### src/rtl/half_adder_pkg.sv
// Shared types and constants for the half_adder slice: per-lane result type
// and the width/limit of the optional statistics counters.
package half_adder_pkg;

   localparam int STAT_W = 16;
   localparam logic [STAT_W-1:0] STAT_MAX = '1;

   typedef struct packed {
      logic sum;
      logic carry;
   } ha_result_t;

   // Saturating increment used by the statistics counters
   function automatic logic [STAT_W-1:0] sat_inc(input logic [STAT_W-1:0] val);
      logic [STAT_W-1:0] nxt;
      nxt = val;
      if (val != STAT_MAX) begin
         nxt = val + 1'b1;
      end
      return nxt;
   endfunction

endpackage

### src/rtl/ha_cell.sv
// Single-bit combinational half adder; replicated once per lane by half_adder.
module ha_cell
   import half_adder_pkg::*;
(
   input  logic       a,
   input  logic       b,
   output ha_result_t res
);

   assign res.sum   = a ^ b;
   assign res.carry = a & b;

endmodule

### src/rtl/half_adder.sv
// Lane-parallel half adder with valid qualification and optional output register.
// Build option: define HALF_ADDER_STATS_EN to add saturating op/carry counters.
module half_adder
   import half_adder_pkg::*;
#(
   parameter int WIDTH   = 1,
   parameter int REG_OUT = 1
)(
   input  logic              clk,
   input  logic              rst,
   input  logic              in_valid,
   input  logic [WIDTH-1:0]  A,
   input  logic [WIDTH-1:0]  B,
   output logic [WIDTH-1:0]  sum,
   output logic [WIDTH-1:0]  carry,
   output logic              out_valid
`ifdef HALF_ADDER_STATS_EN
   ,
   output logic [STAT_W-1:0] op_count,
   output logic [STAT_W-1:0] carry_count
`endif
);

   ha_result_t        lane_res [WIDTH];
   logic [WIDTH-1:0]  sum_c;
   logic [WIDTH-1:0]  carry_c;

   for (genvar i = 0; i < WIDTH; i++) begin : g_lane
      ha_cell u_cell (
         .a   (A[i]),
         .b   (B[i]),
         .res (lane_res[i])
      );
      assign sum_c[i]   = lane_res[i].sum;
      assign carry_c[i] = lane_res[i].carry;
   end

   if (REG_OUT != 0) begin : g_reg
      logic [WIDTH-1:0] sum_q;
      logic [WIDTH-1:0] carry_q;
      logic             valid_q;

      // Results only load on accept so idle inputs cannot disturb held outputs
      always_ff @(posedge clk or posedge rst) begin
         if (rst) begin
            sum_q   <= '0;
            carry_q <= '0;
            valid_q <= 1'b0;
         end else begin
            valid_q <= in_valid;
            if (in_valid) begin
               sum_q   <= sum_c;
               carry_q <= carry_c;
            end
         end
      end

      assign sum       = sum_q;
      assign carry     = carry_q;
      assign out_valid = valid_q;
   end else begin : g_bypass
      assign sum       = sum_c;
      assign carry     = carry_c;
      assign out_valid = in_valid;
   end

`ifdef HALF_ADDER_STATS_EN
   logic [STAT_W-1:0] op_cnt_q;
   logic [STAT_W-1:0] carry_cnt_q;

   // Counted at the accepting edge from the combinational result, so REG_OUT has no effect
   always_ff @(posedge clk or posedge rst) begin
      if (rst) begin
         op_cnt_q    <= '0;
         carry_cnt_q <= '0;
      end else if (in_valid) begin
         op_cnt_q <= sat_inc(op_cnt_q);
         if (|carry_c) begin
            carry_cnt_q <= sat_inc(carry_cnt_q);
         end
      end
   end

   assign op_count    = op_cnt_q;
   assign carry_count = carry_cnt_q;
`endif

endmodule

### config.mk
export PLATFORM = sky130hd
export DESIGN_NAME = half_adder
export DESIGN_NICKNAME = d
export VERILOG_FILES = /design/src/rtl/half_adder_pkg.sv /design/src/rtl/ha_cell.sv /design/src/rtl/half_adder.sv
export SDC_FILE = /design/constraint.sdc
export NUM_CORES = 1
export LEC_CHECK = 0
export ABC_AREA = 1
export CORE_AREA = 2 2 39 41
export DETAILED_ROUTE_END_ITERATION = 10
export DIE_AREA = 0 0 41 43
export SYNTH_ARGS = -nofsm -noshare
export SYNTH_HDL_FRONTEND = slang
export SYNTH_SLANG_ARGS = --single-unit
export TNS_END_PERCENT = 5
### constraint.sdc
create_clock -name clk -period 2.2 [get_ports clk]
set_clock_uncertainty 0.2 [all_clocks]
set_input_delay 0.55 -clock clk [delete_from_list [all_inputs] [get_ports clk]]
set_output_delay 0.55 -clock clk [all_outputs]
set_load 0.01 [all_outputs]
==> results of run 1 <==
## how the worst max path moves through the flow
stage                     slack [ps]    end
after floorplan                  970    sum
after global placement           520    sum
after detailed placement         510    sum
after CTS                        340    sum
after global routing             310  carry
final                            360    sum
## report_power, final
part / internal [mW] / leakage (nW) / switching, mW
clock: 0.0679 / 0.0150 / 0.0269
sequential: 0.0601 / 0.0369 / 0.00183
combinational: 0.0164 / 0.0625 / 0.00974
## per-layer routing
layer | GRT usage [%] | part of all wire, % | vias to the layer above
li1 | - | - | 57
met1 | 3.21 | 42 | 48
met4 | 10.0 | 0 | 0
met5 | 0 | 0 | -
met2 | 3.13 | 47 | 7
met3 | 1.57 | 11 | 0
## state kept, by name, indices dropped and copies added, names as in the netlist
signal     cells
out_valid      1
sum            1
carry          1
## synthesized netlist by cell type
master   instances  share of area [%]
dfrtp_1          3                 64
inv_1            2                6.4
nand2_1          6                 19
ha_1             1                 11
## cell type report
type                            instances  area, um2  share of cell area (%)
Multi-Input combinational cell          7       35.0                    15.0
Tap cell                               16       20.0                    8.56
Sequential cell                         3       75.1                    32.1
Inverter                                2       7.51                    3.21
Clock buffer                            4       26.3                    11.2
Timing Repair Buffer                    7       70.1                    29.9
## cell families (layout without fill, tap and decap cells)
group / count (synthesis) / in the layout / share of synthesized area (%)
AND/OR/NAND/NOR: 6 / 6 / 19.1
adder cells (fa/ha/maj): 1 / 1 / 10.6
buffers and inverters: 2 / 13 / 6.39
flip-flops: 3 / 3 / 63.8
## cells in the final DEF, fill, tap and decap left out
| master | count |
|---|---|
| clkbuf_1 | 1 |
| clkbuf_4 | 3 |
| clkdlybuf4s50_1 | 7 |
| dfrtp_1 | 3 |
| ha_1 | 1 |
| inv_1 | 2 |
| nand2_1 | 6 |
==> flow_summary.toml, run 1 <==
[outcome]
run_status = "finished clean"

[cts]
clk_pin_slew_worst_paths_ps = 40
cts_buffers = 3
clk_latency_ps = 230
cts_tree = "built"
cts.repair.resized = 0
cts_buffer_depth = 2
cts_num_sinks = 3
ctsRootBufferMaster = "clkbuf_4"
postCtsSetupBuffers = 0
ctsHoldBuffers = 0
htreeDepth = 1

[setup_path]
cp.arrival_ps = 1090
regToRegSetupSlack_ps = 1420
critPathMaxStageDelay_ps = 530
reg2regPathDepth = 2
crit_fanout = 2
critPathLaunchType = "flop"
r2r-end = "sum"
r2r-start = "sum"
crit_chain = "clkdlybuf4s50_1"
cpLargestDelayFamily = "buffers and inverters"
critPathBufInv = 1
slowest_stage = "clkdlybuf4s50_1"
path_class = "reg -> out"
critPathCaptureType = "primary output"
path_depth = 1
startpoint = "sum"
worst_ep_required_time_ps = 1450

[final_layout]
nets = 30
fin_cells = 39
drive_gt1_share_pct = 13.0
fill_cells = 163
fin_area_um2 = 234
n_antenna_cell = 0
syn_to_final_growth_pct = 98.9
final_util_pct = 16.9

[sta]
rsz0062_at_grt = "no"
period_share_pct = 83.7
max-slew-margin-rel_pct = 90.0
fin_crit_ps = 1840
hold_viol = 0
tightest_slew_ps = 150
setup_viol = 0
drv_slew = 0
setup-tns-final_ps = 0
fin_hold_ws_ps = 264
fmax_mhz = 543
worst_slack_ps = 358

[detailed_routing]
dr.pass1.iters = 1
postRouteAntennaNets = 0
viasPerCell = 2.87
dr.first_iter.drc_count = 0
vias = 112
drc_errors = 0
wirelength_um = 264
routedWlPerCell_um = 6.77

[worst_hold_path]
hold_path.class = "reg -> reg"
min_path_cells = 2
hold_start = "carry"
min_to = "carry"

[floorplan]
rows = 14
core-area_mm2 = 0.00138
die_h_um = 43
start_util_pct = 8.50
die_width_um = 41
pin_count = 8
dieArea_mm2 = 0.00176

[placed_design]
pre_cts_ws_ps = 513
gp_congestion = 0.565
post-place-cells = 35
port_buffers = 7
placed_area_um2 = 208

[global_route]
grt_max_degree = 5
overflow = 0
grt_pass1_vias = 106
globalRouteTotalUtil_pct = 3.81
antenna_found_initial = 0
grt_pass1_wl_um = 338

[pwr]
fin_total_pwr_uw = 183
peakVddDrop_uv = 125
p_per_area_mw_per_mm2 = 782
leakage_nw = 0.114

[job]
drv_cap = 0

[synthesis]
synth_cells = 12
syn_nets = 18
synth-seq-cells = 3
yosys_warnings = 0
syn-cell-area_um2 = 118
synth.avg_cell_area_um2 = 9.80
yosysSeqAreaShare_pct = 63.8
yosysUniqueCellTypes = 4
No activity file was read; power rests on OpenSTA's default activity.
==> run 2, diff against run 1 <==
clock period = 1.95 ns   (was 2.2 ns; I/O delays follow)
==> run 2 against run 1 <==
Effect of this change:
- combinational power rose by 13%
- die area did not move
- setup slack got worse by 200 ps
- routed wire length rose by 1.5%
- worst hold slack got worse by 32 ps
- sequential share of layout area did not move
- clock power rose by 13%
- sequential power rose by 13%
- critical endpoint is now carry
- largest cell class unchanged
- highest routed layer unchanged
==> flow_summary.toml, run 2 (synthesis gave the netlist of run 1 again) <==
[sta]
tightest_slew_ps = 160
fin_crit_ps = 1790
period_share_pct = 91.7
rsz0062_at_grt = "no"
fin_hold_ws_ps = 232
setup-tns-final_ps = 0
drv_slew = 0
hold_viol = 0
setup_viol = 0
fmax_mhz = 559
max-slew-margin-rel_pct = 89.3

[final_layout]
final_cell_mix = "7 x clkdlybuf4s50_1, 6 x nand2_1, 3 x dfrtp_1, 3 x clkbuf_4, 2 x inv_1"
mostFrequentLayoutCell = "clkdlybuf4s50_1"
n_antenna_cell = 0
final_util_pct = 16.9
nets = 30
fin_cells = 39
drive_gt1_share_pct = 13.0
syn_to_final_growth_pct = 98.9

[detailed_routing]
routedWlPerCell_um = 6.87
dr.first_iter.drc_count = 0
dr.pass1.iters = 1
vias = 110
wirelength_um = 268
viasPerCell = 2.82
drc_errors = 0
postRouteAntennaNets = 0

[global_route]
grt_max_degree = 5
grt_pass1_vias = 109
globalRouteTotalUtil_pct = 3.81
grt_pass1_wl_um = 331
antenna_found_initial = 0
overflow = 0

[cts]
htreeDepth = 1
postCtsSetupBuffers = 0
cts_buffer_depth = 2
ctsRootBufferMaster = "clkbuf_4"
ctsHoldBuffers = 0
clk_latency_ps = 230
cts.repair.resized = 0
cts_buffers = 3
cts_tree = "built"
clk_pin_slew_worst_paths_ps = 40
cts_num_sinks = 3

[floorplan]
start_util_pct = 8.50
core-area_mm2 = 0.00138
rows = 14
die_width_um = 41
pin_count = 8
die_h_um = 43
dieArea_mm2 = 0.00176

[setup_path]
crit_chain = "clkdlybuf4s50_1"
critPathLaunchType = "flop"
cp.arrival_ps = 1100
critPathCaptureType = "primary output"
crit_fanout = 2
critPathMaxStageDelay_ps = 530
worst_ep_required_time_ps = 1260
path_class = "reg -> out"
slowest_stage = "clkdlybuf4s50_1"
critPathBufInv = 1
cpLargestDelayFamily = "buffers and inverters"

[placed_design]
gp_congestion = 0.576
post-place-cells = 35
hpwl_um = 193
port_buffers = 7

[pwr]
fin_total_pwr_uw = 206
p_per_area_mw_per_mm2 = 883
peakVddDrop_uv = 113
leakage_nw = 0.114

[worst_hold_path]
hold_path.class = "in -> async"

[job]
drv_cap = 0

[outcome]
run_status = "finished clean"
==> run 2: cell counts in the layout (fill, tap and decap cells not counted) <==
Identical to the previous run, type by type.
==> run 2: path summary, 6_finish.rpt <==
path | slack, ps | to | cells after the start | startpoint
worst max-delay path | 160 | carry | 1 | carry
worst min-delay path | 230 | carry | 2 | rst
worst max register to register | 1160 | carry | 2 | carry
worst min register to register | 270 | sum | 2 | sum
max in group asynchronous | 1190 | sum | 2 | rst
min in group clk | 270 | sum | 2 | sum
==> run 2: metal layers <==
metal	vias to the layer above	GRT usage, %	wire (um)
li1	57	-	-
met1	46	3.21	108
met2	7	3.13	122
met3	0	0	37
met4	0	12.0	0
met5	-	0	0
==> run 2: where the power goes <==
group	internal [mW]	switching, mW	leakage, nW	total [mW]
registers	0.0678	0.00224	0.0369	0.0701
clock network	0.0765	0.0304	0.0150	0.107
logic	0.0185	0.0110	0.0625	0.0295
==> run 2: area by class of cell <==
class | count | area [um2]
Multi-Input combinational cell | 7 | 35.0
Clock buffer | 4 | 26.3
Timing Repair Buffer | 7 | 70.1
Inverter | 2 | 7.51
Sequential cell | 3 | 75.1
Fill cell | 157 | 1150
Tap cell | 16 | 20.0
==> run 2: through the flow <==
stage	area (um2)	setup slack (ps)
floorplan	118	782
global placement	208	330
detailed placement	208	334
CTS	234	147
global route	234	122
finish	234	163
==> run 2: worst reg2reg max path, cell delays in order, from the launching register on <==
cell     delay, ps
dfrtp_1        370
nand2_1         70
nand2_1         40
